`src/rtl/uart_scoreboard.sv`:
```
// uart_scoreboard: receives UART frames from a monitored line and checks them,
// in order, against a FIFO of expected characters. After the last expected
// frame the line must stay quiet for QUIET_CYCLES before a pass is reported.
// Any mismatch, extra frame, framing/parity error or global timeout gives a
// sticky fail with a cause code.
//
// Handshakes: a character is pushed on any cycle where i_exp_valid and
// o_exp_ready are both high; o_exp_ready is high only in IDLE with space free.
// i_arm is a single-cycle pulse acted on in IDLE, PASS and FAIL only.
// o_rx_valid is a single-cycle pulse with o_rx_data valid in the same cycle.
module uart_scoreboard #(
    parameter int CLK_DIV        = 104,
    parameter int DATA_BITS      = 8,
    parameter int PARITY         = 0,
    parameter int DEPTH          = 128,
    parameter int QUIET_CYCLES   = 10000,
    parameter int TIMEOUT_CYCLES = 120000000
) (
    input  logic                   i_clk,
    input  logic                   i_rst,
    input  logic                   i_uart,
    input  logic                   i_exp_valid,
    input  logic [DATA_BITS-1:0]   i_exp_data,
    output logic                   o_exp_ready,
    input  logic                   i_arm,
    output logic                   o_rx_valid,
    output logic [DATA_BITS-1:0]   o_rx_data,
    output logic [$clog2(DEPTH):0] o_rx_count,
    output logic                   o_busy,
    output logic                   o_pass,
    output logic                   o_fail,
    output logic [2:0]             o_fail_code
);

    localparam int AW = $clog2(DEPTH);
    localparam int PW = AW + 1;
    localparam int BW = $clog2(CLK_DIV + 1);
    localparam int QW = $clog2(QUIET_CYCLES + 1);
    localparam int TW = $clog2(TIMEOUT_CYCLES + 1);

    localparam logic [BW-1:0] FULL_BIT   = BW'(CLK_DIV - 1);
    localparam logic [BW-1:0] HALF_BIT   = BW'(CLK_DIV / 2 - 1);
    localparam logic [QW-1:0] QUIET_LAST = QW'(QUIET_CYCLES - 1);
    localparam logic [TW-1:0] TMO_LAST   = TW'(TIMEOUT_CYCLES - 1);
    localparam logic [3:0]    LAST_BIT   = 4'(DATA_BITS - 1);

    typedef enum logic [3:0] {
        S_IDLE, S_HUNT, S_START, S_DATA, S_PAR, S_STOP, S_CHECK, S_QUIET, S_PASS, S_FAIL
    } state_t;

    state_t               state;
    logic                 sync1, sync2, line_d;
    logic                 line, fall;
    logic [DATA_BITS-1:0] mem [DEPTH];
    logic [PW-1:0]        wr_ptr, rd_ptr;
    logic                 fifo_empty, fifo_full, last_entry, push;
    logic [DATA_BITS-1:0] head;
    logic [BW-1:0]        tmr;
    logic [3:0]           bit_idx;
    logic [DATA_BITS-1:0] shreg;
    logic                 par_bit, par_err;
    logic [QW-1:0]        qcnt;
    logic [TW-1:0]        tmo;

    assign line       = sync2;
    assign fall       = line_d & ~sync2;
    assign fifo_empty = (wr_ptr == rd_ptr);
    assign fifo_full  = (wr_ptr[AW] != rd_ptr[AW]) && (wr_ptr[AW-1:0] == rd_ptr[AW-1:0]);
    assign last_entry = ((rd_ptr + PW'(1)) == wr_ptr);
    assign head       = mem[rd_ptr[AW-1:0]];
    assign o_exp_ready = !fifo_full && (state == S_IDLE);
    assign push       = i_exp_valid && o_exp_ready;

    // Two-flop synchroniser plus one delay flop for falling-edge detection; idle high.
    always_ff @(posedge i_clk or posedge i_rst) begin
        if (i_rst) begin
            sync1  <= 1'b1;
            sync2  <= 1'b1;
            line_d <= 1'b1;
        end else begin
            sync1  <= i_uart;
            sync2  <= sync1;
            line_d <= sync2;
        end
    end

    // Expected-character storage; pointers live in the FSM block.
    always_ff @(posedge i_clk) begin
        if (push) mem[wr_ptr[AW-1:0]] <= i_exp_data;
    end

    // Parity error of the frame just shifted in (never set when parity is off).
    always_comb begin
        par_err = 1'b0;
        if (PARITY == 1)      par_err = (^shreg) ^ par_bit;
        else if (PARITY == 2) par_err = ~((^shreg) ^ par_bit);
    end

    // Main FSM: arming, frame deserialisation, checking, quiet window, verdict.
    always_ff @(posedge i_clk or posedge i_rst) begin
        if (i_rst) begin
            state       <= S_IDLE;
            wr_ptr      <= '0;
            rd_ptr      <= '0;
            tmr         <= '0;
            bit_idx     <= '0;
            shreg       <= '0;
            par_bit     <= 1'b0;
            qcnt        <= '0;
            tmo         <= '0;
            o_rx_valid  <= 1'b0;
            o_rx_data   <= '0;
            o_rx_count  <= '0;
            o_busy      <= 1'b0;
            o_pass      <= 1'b0;
            o_fail      <= 1'b0;
            o_fail_code <= '0;
        end else begin
            o_rx_valid <= 1'b0;
            if (push) wr_ptr <= wr_ptr + PW'(1);
            case (state)
                S_IDLE: begin
                    if (i_arm) begin
                        o_busy      <= 1'b1;
                        o_pass      <= 1'b0;
                        o_fail      <= 1'b0;
                        o_fail_code <= '0;
                        o_rx_count  <= '0;
                        tmo         <= '0;
                        qcnt        <= '0;
                        state       <= fifo_empty ? S_QUIET : S_HUNT;
                    end
                end
                S_PASS, S_FAIL: begin
                    if (i_arm) begin
                        o_pass      <= 1'b0;
                        o_fail      <= 1'b0;
                        o_fail_code <= '0;
                        state       <= S_IDLE;
                    end
                end
                default: begin
                    // Timeout wins over whatever the current state would do.
                    if (tmo == TMO_LAST) begin
                        state       <= S_FAIL;
                        o_fail      <= 1'b1;
                        o_busy      <= 1'b0;
                        o_fail_code <= 3'd4;
                    end else begin
                        tmo <= tmo + TW'(1);
                        case (state)
                            S_HUNT: begin
                                if (fall) begin
                                    tmr   <= '0;
                                    state <= S_START;
                                end
                            end
                            S_START: begin
                                if (tmr == HALF_BIT) begin
                                    tmr     <= '0;
                                    bit_idx <= '0;
                                    // High at mid-start means a glitch: resume hunting silently.
                                    state   <= line ? S_HUNT : S_DATA;
                                end else begin
                                    tmr <= tmr + BW'(1);
                                end
                            end
                            S_DATA: begin
                                if (tmr == FULL_BIT) begin
                                    tmr   <= '0;
                                    shreg <= {line, shreg[DATA_BITS-1:1]};
                                    if (bit_idx == LAST_BIT) state <= (PARITY != 0) ? S_PAR : S_STOP;
                                    else bit_idx <= bit_idx + 4'd1;
                                end else begin
                                    tmr <= tmr + BW'(1);
                                end
                            end
                            S_PAR: begin
                                if (tmr == FULL_BIT) begin
                                    tmr     <= '0;
                                    par_bit <= line;
                                    state   <= S_STOP;
                                end else begin
                                    tmr <= tmr + BW'(1);
                                end
                            end
                            S_STOP: begin
                                if (tmr == FULL_BIT) begin
                                    tmr <= '0;
                                    if (!line || par_err) begin
                                        state       <= S_FAIL;
                                        o_fail      <= 1'b1;
                                        o_busy      <= 1'b0;
                                        o_fail_code <= 3'd3;
                                    end else begin
                                        state <= S_CHECK;
                                    end
                                end else begin
                                    tmr <= tmr + BW'(1);
                                end
                            end
                            S_CHECK: begin
                                o_rx_valid <= 1'b1;
                                o_rx_data  <= shreg;
                                if (fifo_empty) begin
                                    state       <= S_FAIL;
                                    o_fail      <= 1'b1;
                                    o_busy      <= 1'b0;
                                    o_fail_code <= 3'd2;
                                end else if (shreg != head) begin
                                    state       <= S_FAIL;
                                    o_fail      <= 1'b1;
                                    o_busy      <= 1'b0;
                                    o_fail_code <= 3'd1;
                                end else begin
                                    rd_ptr     <= rd_ptr + PW'(1);
                                    o_rx_count <= o_rx_count + PW'(1);
                                    tmr        <= '0;
                                    qcnt       <= '0;
                                    // An edge landing in this cycle goes straight to START.
                                    if (last_entry) state <= S_QUIET;
                                    else if (fall)  state <= S_START;
                                    else            state <= S_HUNT;
                                end
                            end
                            S_QUIET: begin
                                if (fall) begin
                                    state       <= S_FAIL;
                                    o_fail      <= 1'b1;
                                    o_busy      <= 1'b0;
                                    o_fail_code <= 3'd2;
                                end else if (line) begin
                                    if (qcnt == QUIET_LAST) begin
                                        state  <= S_PASS;
                                        o_pass <= 1'b1;
                                        o_busy <= 1'b0;
                                    end else begin
                                        qcnt <= qcnt + QW'(1);
                                    end
                                end
                            end
                            default: ;
                        endcase
                    end
                end
            endcase
        end
    end

endmodule

```
`config.mk`:
```
export PLATFORM = sky130hd
export DESIGN_NAME = uart_scoreboard
export DESIGN_NICKNAME = d
export VERILOG_FILES = /design/src/rtl/uart_scoreboard.sv
export SDC_FILE = /design/constraint.sdc
export NUM_CORES = 1
export LEC_CHECK = 0
export CORE_MARGIN = 2
export CORE_UTILIZATION = 60
export CTS_BUF_LIST = sky130_fd_sc_hd__clkbuf_2 sky130_fd_sc_hd__clkbuf_4 sky130_fd_sc_hd__clkbuf_8
export DETAILED_ROUTE_END_ITERATION = 10
export PLACE_DENSITY = 0.74
export SLEW_MARGIN = 20
export SYNTH_ARGS = -nofsm -noshare
export SYNTH_HDL_FRONTEND = slang
export SYNTH_SLANG_ARGS = --single-unit
export TNS_END_PERCENT = 5
```
`constraint.sdc`:
```
create_clock -name i_clk -period 5.5 [get_ports i_clk]
set_clock_uncertainty 0.05 [all_clocks]
set_input_delay 1.1 -clock i_clk [delete_from_list [all_inputs] [get_ports i_clk]]
set_output_delay 1.1 -clock i_clk [all_outputs]
set_load 0.02 [all_outputs]
```
======== Yosys cells after proc, flatten, opt, wreduce, memory -nomap -nowiden ========
Memories as Yosys holds them, arrays and structs flattened.
Index checks and enable logic that the tools add are counted.
word-level totals
  register bits ........................... 106
  RAM bits ................................ 1024
  input bits .............................. 13
  output and inout port bits .............. 24
  logic and storage cells ................. 207
  memories kept ........................... 1
memories
  name  words  bits a word  rd ports  clocked after memory_dff  wr ports  line  text
  mem   128    8            1         0                         1         54    logic [DATA_BITS-1:0] mem [DEPTH];
operators by class
  add/subtract/negate cells ............... 7
  eq/ne operators ......................... 55
  mux-type cells .......................... 89
  bitwise operators ....................... 7
  reductions and logical operators ........ 30
operators by type and width
  cell                     count
  $mux W14                 7
  $mux W4                  18
  $pmux W14 S2             2
  $mux W27                 2
  $pmux W27 S2             1
  $ne A5 B5 Y1 const B     10
  $mux W8                  5
  $mux W7                  5
  $mux W3                  10
  $reduce_and A6 Y1        5
  $mux W1                  28
  $pmux W4 S7              1
  $pmux W7 S4              1
  $add A27 B1 Y27 const B  1
  $eq A27 B27 Y1 const B   1
  $add A8 B1 Y8 const B    3
  $ne A2 B2 Y1 const B     12
  $eq A4 B3 Y1 const B     5
  $ne A4 B4 Y1 const B     5
  $eq A8 B8 Y1             2
  $pmux W4 S2              2
  $pmux W8 S2              1
  $ne A3 B3 Y1 const B     5
  $add A14 B1 Y14 const B  1
  other kinds (35)         55

======== Depth between registers and ports, before layout ========
  depth after elaboration ................. 9
  gate-level depth with buffers ........... 18

======== Least setup slack after synthesis ========
Ideal clock, no wire load.
  path kind ............................... register to register
  start point ............................. register rd_ptr[0]
  end point ............................... register o_rx_count[5]
  setup time .............................. 0.078 ns
  data arrival time ....................... 3.672 ns
  path slack .............................. 1.700 ns
  stages on the path, launching flop included .. 15
  path buffers ............................ 5
  clock period less this slack ............ 3.800 ns
  cell sequence ........................... dfrtp_1 -> buf_6 -> buf_6 -> buf_6 -> buf_2 -> mux4_2 -> o2111ai_1 -> nand3_1 -> o22ai_1 -> mux2i_1 -> a21oi_1 -> or4_4 -> buf_6 -> or4_1 -> a21oi_1
on the way
  longest elaborated chain between the ends .. 4
ends and longest elaborated chain
  item                                    line  text
  start: declaration                      55    logic [PW-1:0] wr_ptr, rd_ptr;
  start signal: assignment                216   rd_ptr <= rd_ptr + PW'(1);
  $mem_v2 Z128 W8                         --
  $ne A8 B8 Y1                            210   end else if (shreg != head) begin
  $ne A2 B2 Y1 (no source line)           --
  $reduce_and A6 Y1 (no source line) (*)  --
  end signal: assignment                  217   o_rx_count <= o_rx_count + PW'(1);
  end: declaration                        28    output logic [$clog2(DEPTH):0] o_rx_count,
Mark *: on every way between the ends. The rest lies on a longest branch, timed or not.
A chain may end at the register's enable or synchronous reset.

======== Final worst setup path ========
  start point ............................. register rd_ptr[0]
  end point ............................... register qcnt[0]
on the way
  longest elaborated chain between the ends .. 4
ends and longest elaborated chain
  item                                    line  text
  $mem_v2 Z128 W8                         --
  $ne A8 B8 Y1                            210
  $ne A3 B3 Y1 (no source line)           --
  $reduce_and A9 Y1 (no source line) (*)  --
  end signal: assignment                  238   qcnt <= qcnt + QW'(1);
  end: declaration                        62    logic [QW-1:0] qcnt;
Marked as above.

==> flow_summary.yaml <==
critical_path:
  path_delay_family: "buffers and inverters"
  end_kind: "register"
  cp_max_fo: 28
  critPathSlowestCell: "or4_4"
  crit_buf_inv: 5
  r2r-start: "rd_ptr[0]"
  startpoint: "rd_ptr[0]"
  arrival_ns: 5.68
  critPathKind: "register to register"
  path_cells: "buf_12, buf_12, inv_1, a2111oi_0, nor4_1, o221ai_1, a21oi_1, xnor2_1, a21oi_1, or4_4, buf_4, a21boi_0, buf_4, mux2i_1"
  start_kind: "register"
  slowest_delay_ns: 0.74
  cp.required_ns: 6.17
layout:
  syn2layout_area_growth_pct: 11.2
  finalInstanceArea_um2: 51100
  layout-drive-gt1-share: 0.217
  finalNonFillerCells: 3907
  fillers: 4845
  final_cell_mix: "edfxtp_1 (1024), nor2_1 (217), mux4_2 (211)"
  register_area_um2: 33400
  layout_commonest_cell: "edfxtp_1"
  multiInputGateArea_um2: 11700
  final_nets: 2821
floorplan:
  ioPinCount: 37
  die_y_um: 281
  start_util: 0.606
  row_count: 101
  core_um2: 75800
  die_x_um: 281
  die_area_um2: 78800
global_route:
  gr-total-overflow: 0
  antenna_found_initial: 3
  grt_pass1_wl_um: 166000
  grt_max_degree: 82
  grt_usage: 0.290
  grt_pass1_vias: 25700
cts:
  clockBufferDepth: 3
  post_cts_resized: 0
  cts_tree: "yes"
  ctsRootBufferMaster: "clkbuf_8"
  cts_made_buffers: 175
  hold_buffers: 0
  cts_sinks: 1130
  htreeDepth: 4
  post_cts_buffers: 0
  cts.clk_slew.worst_paths_ns: 0.06
  clock_latency_ns: 0.85
min_path:
  hp-class: "register to register"
  hp-start: "sync1"
sta:
  max_freq_mhz: 200
  slew_violations: 0
  rsz0062_at_grt: "false"
  tightest_slew_ns: 1.08
  hold_violations: 0
  finalCritPeriodShare: 0.911
  tns_ns: 0
  setup-violations-final: 0
  slew_headroom: 0.279
  period_minus_slack_ns: 5.01
  hold_ws_ns: 0.310
flow_run:
  maxCapViolations: 0
drt:
  vias_per_cell: 6.64
  drtPass1Iterations: 6
  final_antenna_net_count: 0
  wire_per_inst_um: 28.6
  wirelength_um: 112000
  drc: 0
  drt-initial-drc-count: 3496
  vias: 25900
synthesis:
  synthCells: 2641
  synth_edf_count: 1024
  async_flop_share: 0.0938
  yosys_register_bits: 1130
  synth_seq_area_share: 0.727
  netlist_area_um2: 45900
  syn_avg_cell_area_um2: 17.4
  synth_fp_nets: 2661
  synth_warnings: 0
  synthDistinctLibCells: 75
  ys.flop_type: "edfxtp_1"
placement:
  io_buffers: 36
  dp_hpwl_um: 71300
  dp_cells: 3602
  gp_congestion: 0.969
  placed_area_um2: 47700
pwr:
  cellPowerDensity_nw_per_um2: 352
  vdd_drop_max_mv: 0.216
  leakage_nw: 16.4
status:
  outcome: "complete, no violations"
## sequential cells by signal (all words and copies together), names as in the netlist, 3 cells and up
register / cells
qcnt: 14
tmo: 27
mem: 1024
shreg: 8
bit_idx: 4
rd_ptr: 8
o_rx_data: 8
state: 4
wr_ptr: 8
tmr: 7
o_fail_code: 3
o_rx_count: 8
## per-stage QoR
stage | setup slack (ns) | total power [mW] | utilization
finish | 0.492 | 18.0 | 0.674
global route | 0.324 | 18.6 | 0.674
CTS | 0.613 | 18.1 | 0.674
detailed placement | 0.593 | 11.2 | 0.629
global placement | 0.606 | 11.2 | 0.629
floorplan | 1.57 | 10.7 | -
## routing by layer
layer,GRT usage,share of wire,up-vias
met3,0.0727,0.10,256
met1,0.416,0.40,13300
met5,0,0.00013,-
met2,0.438,0.47,1543
li1,-,-,10800
met4,0.106,0.034,2
## synthesized netlist by cell type, drive strengths merged (4+ instances only)
master / count / area [um2]
edfxtp: 1024 / 30700
nor2: 218 / 821
mux4: 211 / 4750
nand2: 173 / 649
mux2i: 129 / 1290
dfrtp: 103 / 2580
buf: 76 / 495
a21oi: 71 / 355
clkbuf: 67 / 251
nand3: 55 / 275
o21ai: 55 / 275
nor3: 31 / 155
inv: 29 / 109
mux2: 29 / 327
xnor2: 28 / 245
a31oi: 27 / 169
xor2: 24 / 210
a22oi: 23 / 173
o22ai: 23 / 144
o211ai: 22 / 165
and3: 20 / 125
nand4: 19 / 119
nor2b: 18 / 113
nor4: 16 / 106
nand2b: 13 / 81.3
or3: 11 / 68.8
a211oi: 10 / 75.1
o221a: 8 / 90.1
or4: 8 / 63.8
and2: 7 / 43.8
ha: 7 / 87.6
nor4b: 6 / 65.1
o221ai: 6 / 52.6
o311ai: 6 / 52.6
a21boi: 5 / 37.5
or2: 5 / 31.3
a2111oi: 4 / 35.0
a221oi: 4 / 35.0
a41oi: 4 / 35.0
## logic make-up after synthesis
group           after synthesis  synth area share
mux                         369             0.139
fa+ha+maj                     7           0.00191
xor+xnor                     52           0.00991
simple gates                613            0.0616
flops                      1130             0.727
compound gates              296            0.0420
buf+inv                     174            0.0188
## report_power, final
group | switching, mW | internal (mW) | total (mW)
registers | 0.207 | 9.50 | 9.70
clock network | 3.23 | 3.71 | 6.93
logic | 0.855 | 0.517 | 1.37
## path summary, 6_finish.rpt
check                            endpoint  slack (ns)  cells after the start
min in group asynchronous       wr_ptr[6]        0.80                      2
max in group asynchronous            line        3.57                      3
worst max-delay path              qcnt[0]        0.49                     14
worst min register to register       line        0.31                      0
worst min-delay path                 line        0.31                      0
worst max register to register    qcnt[0]        0.49                     14
## worst reg2reg max path: stages (launching register included)
cell and delay, ns:
dfrtp_4 0.66, buf_12 0.27, buf_12 0.17, inv_1 0.57
a2111oi_0 0.15, nor4_1 0.62, o221ai_1 0.41, a21oi_1 0.26
xnor2_1 0.14, a21oi_1 0.12, or4_4 0.74, buf_4 0.32
a21boi_0 0.20, buf_4 0.16, mux2i_1 0.09
## area by class of cell
cell class,instances,share of cell area
Sequential cell,1130,0.654
Timing Repair Buffer,126,0.0238
Clock buffer,239,0.0575
Clock inverter,64,0.00957
Antenna cell,2,0.0000979
Inverter,31,0.00233
Tap cell,978,0.0239
Multi-Input combinational cell,1337,0.229
(Power assumes the default switching activity.)
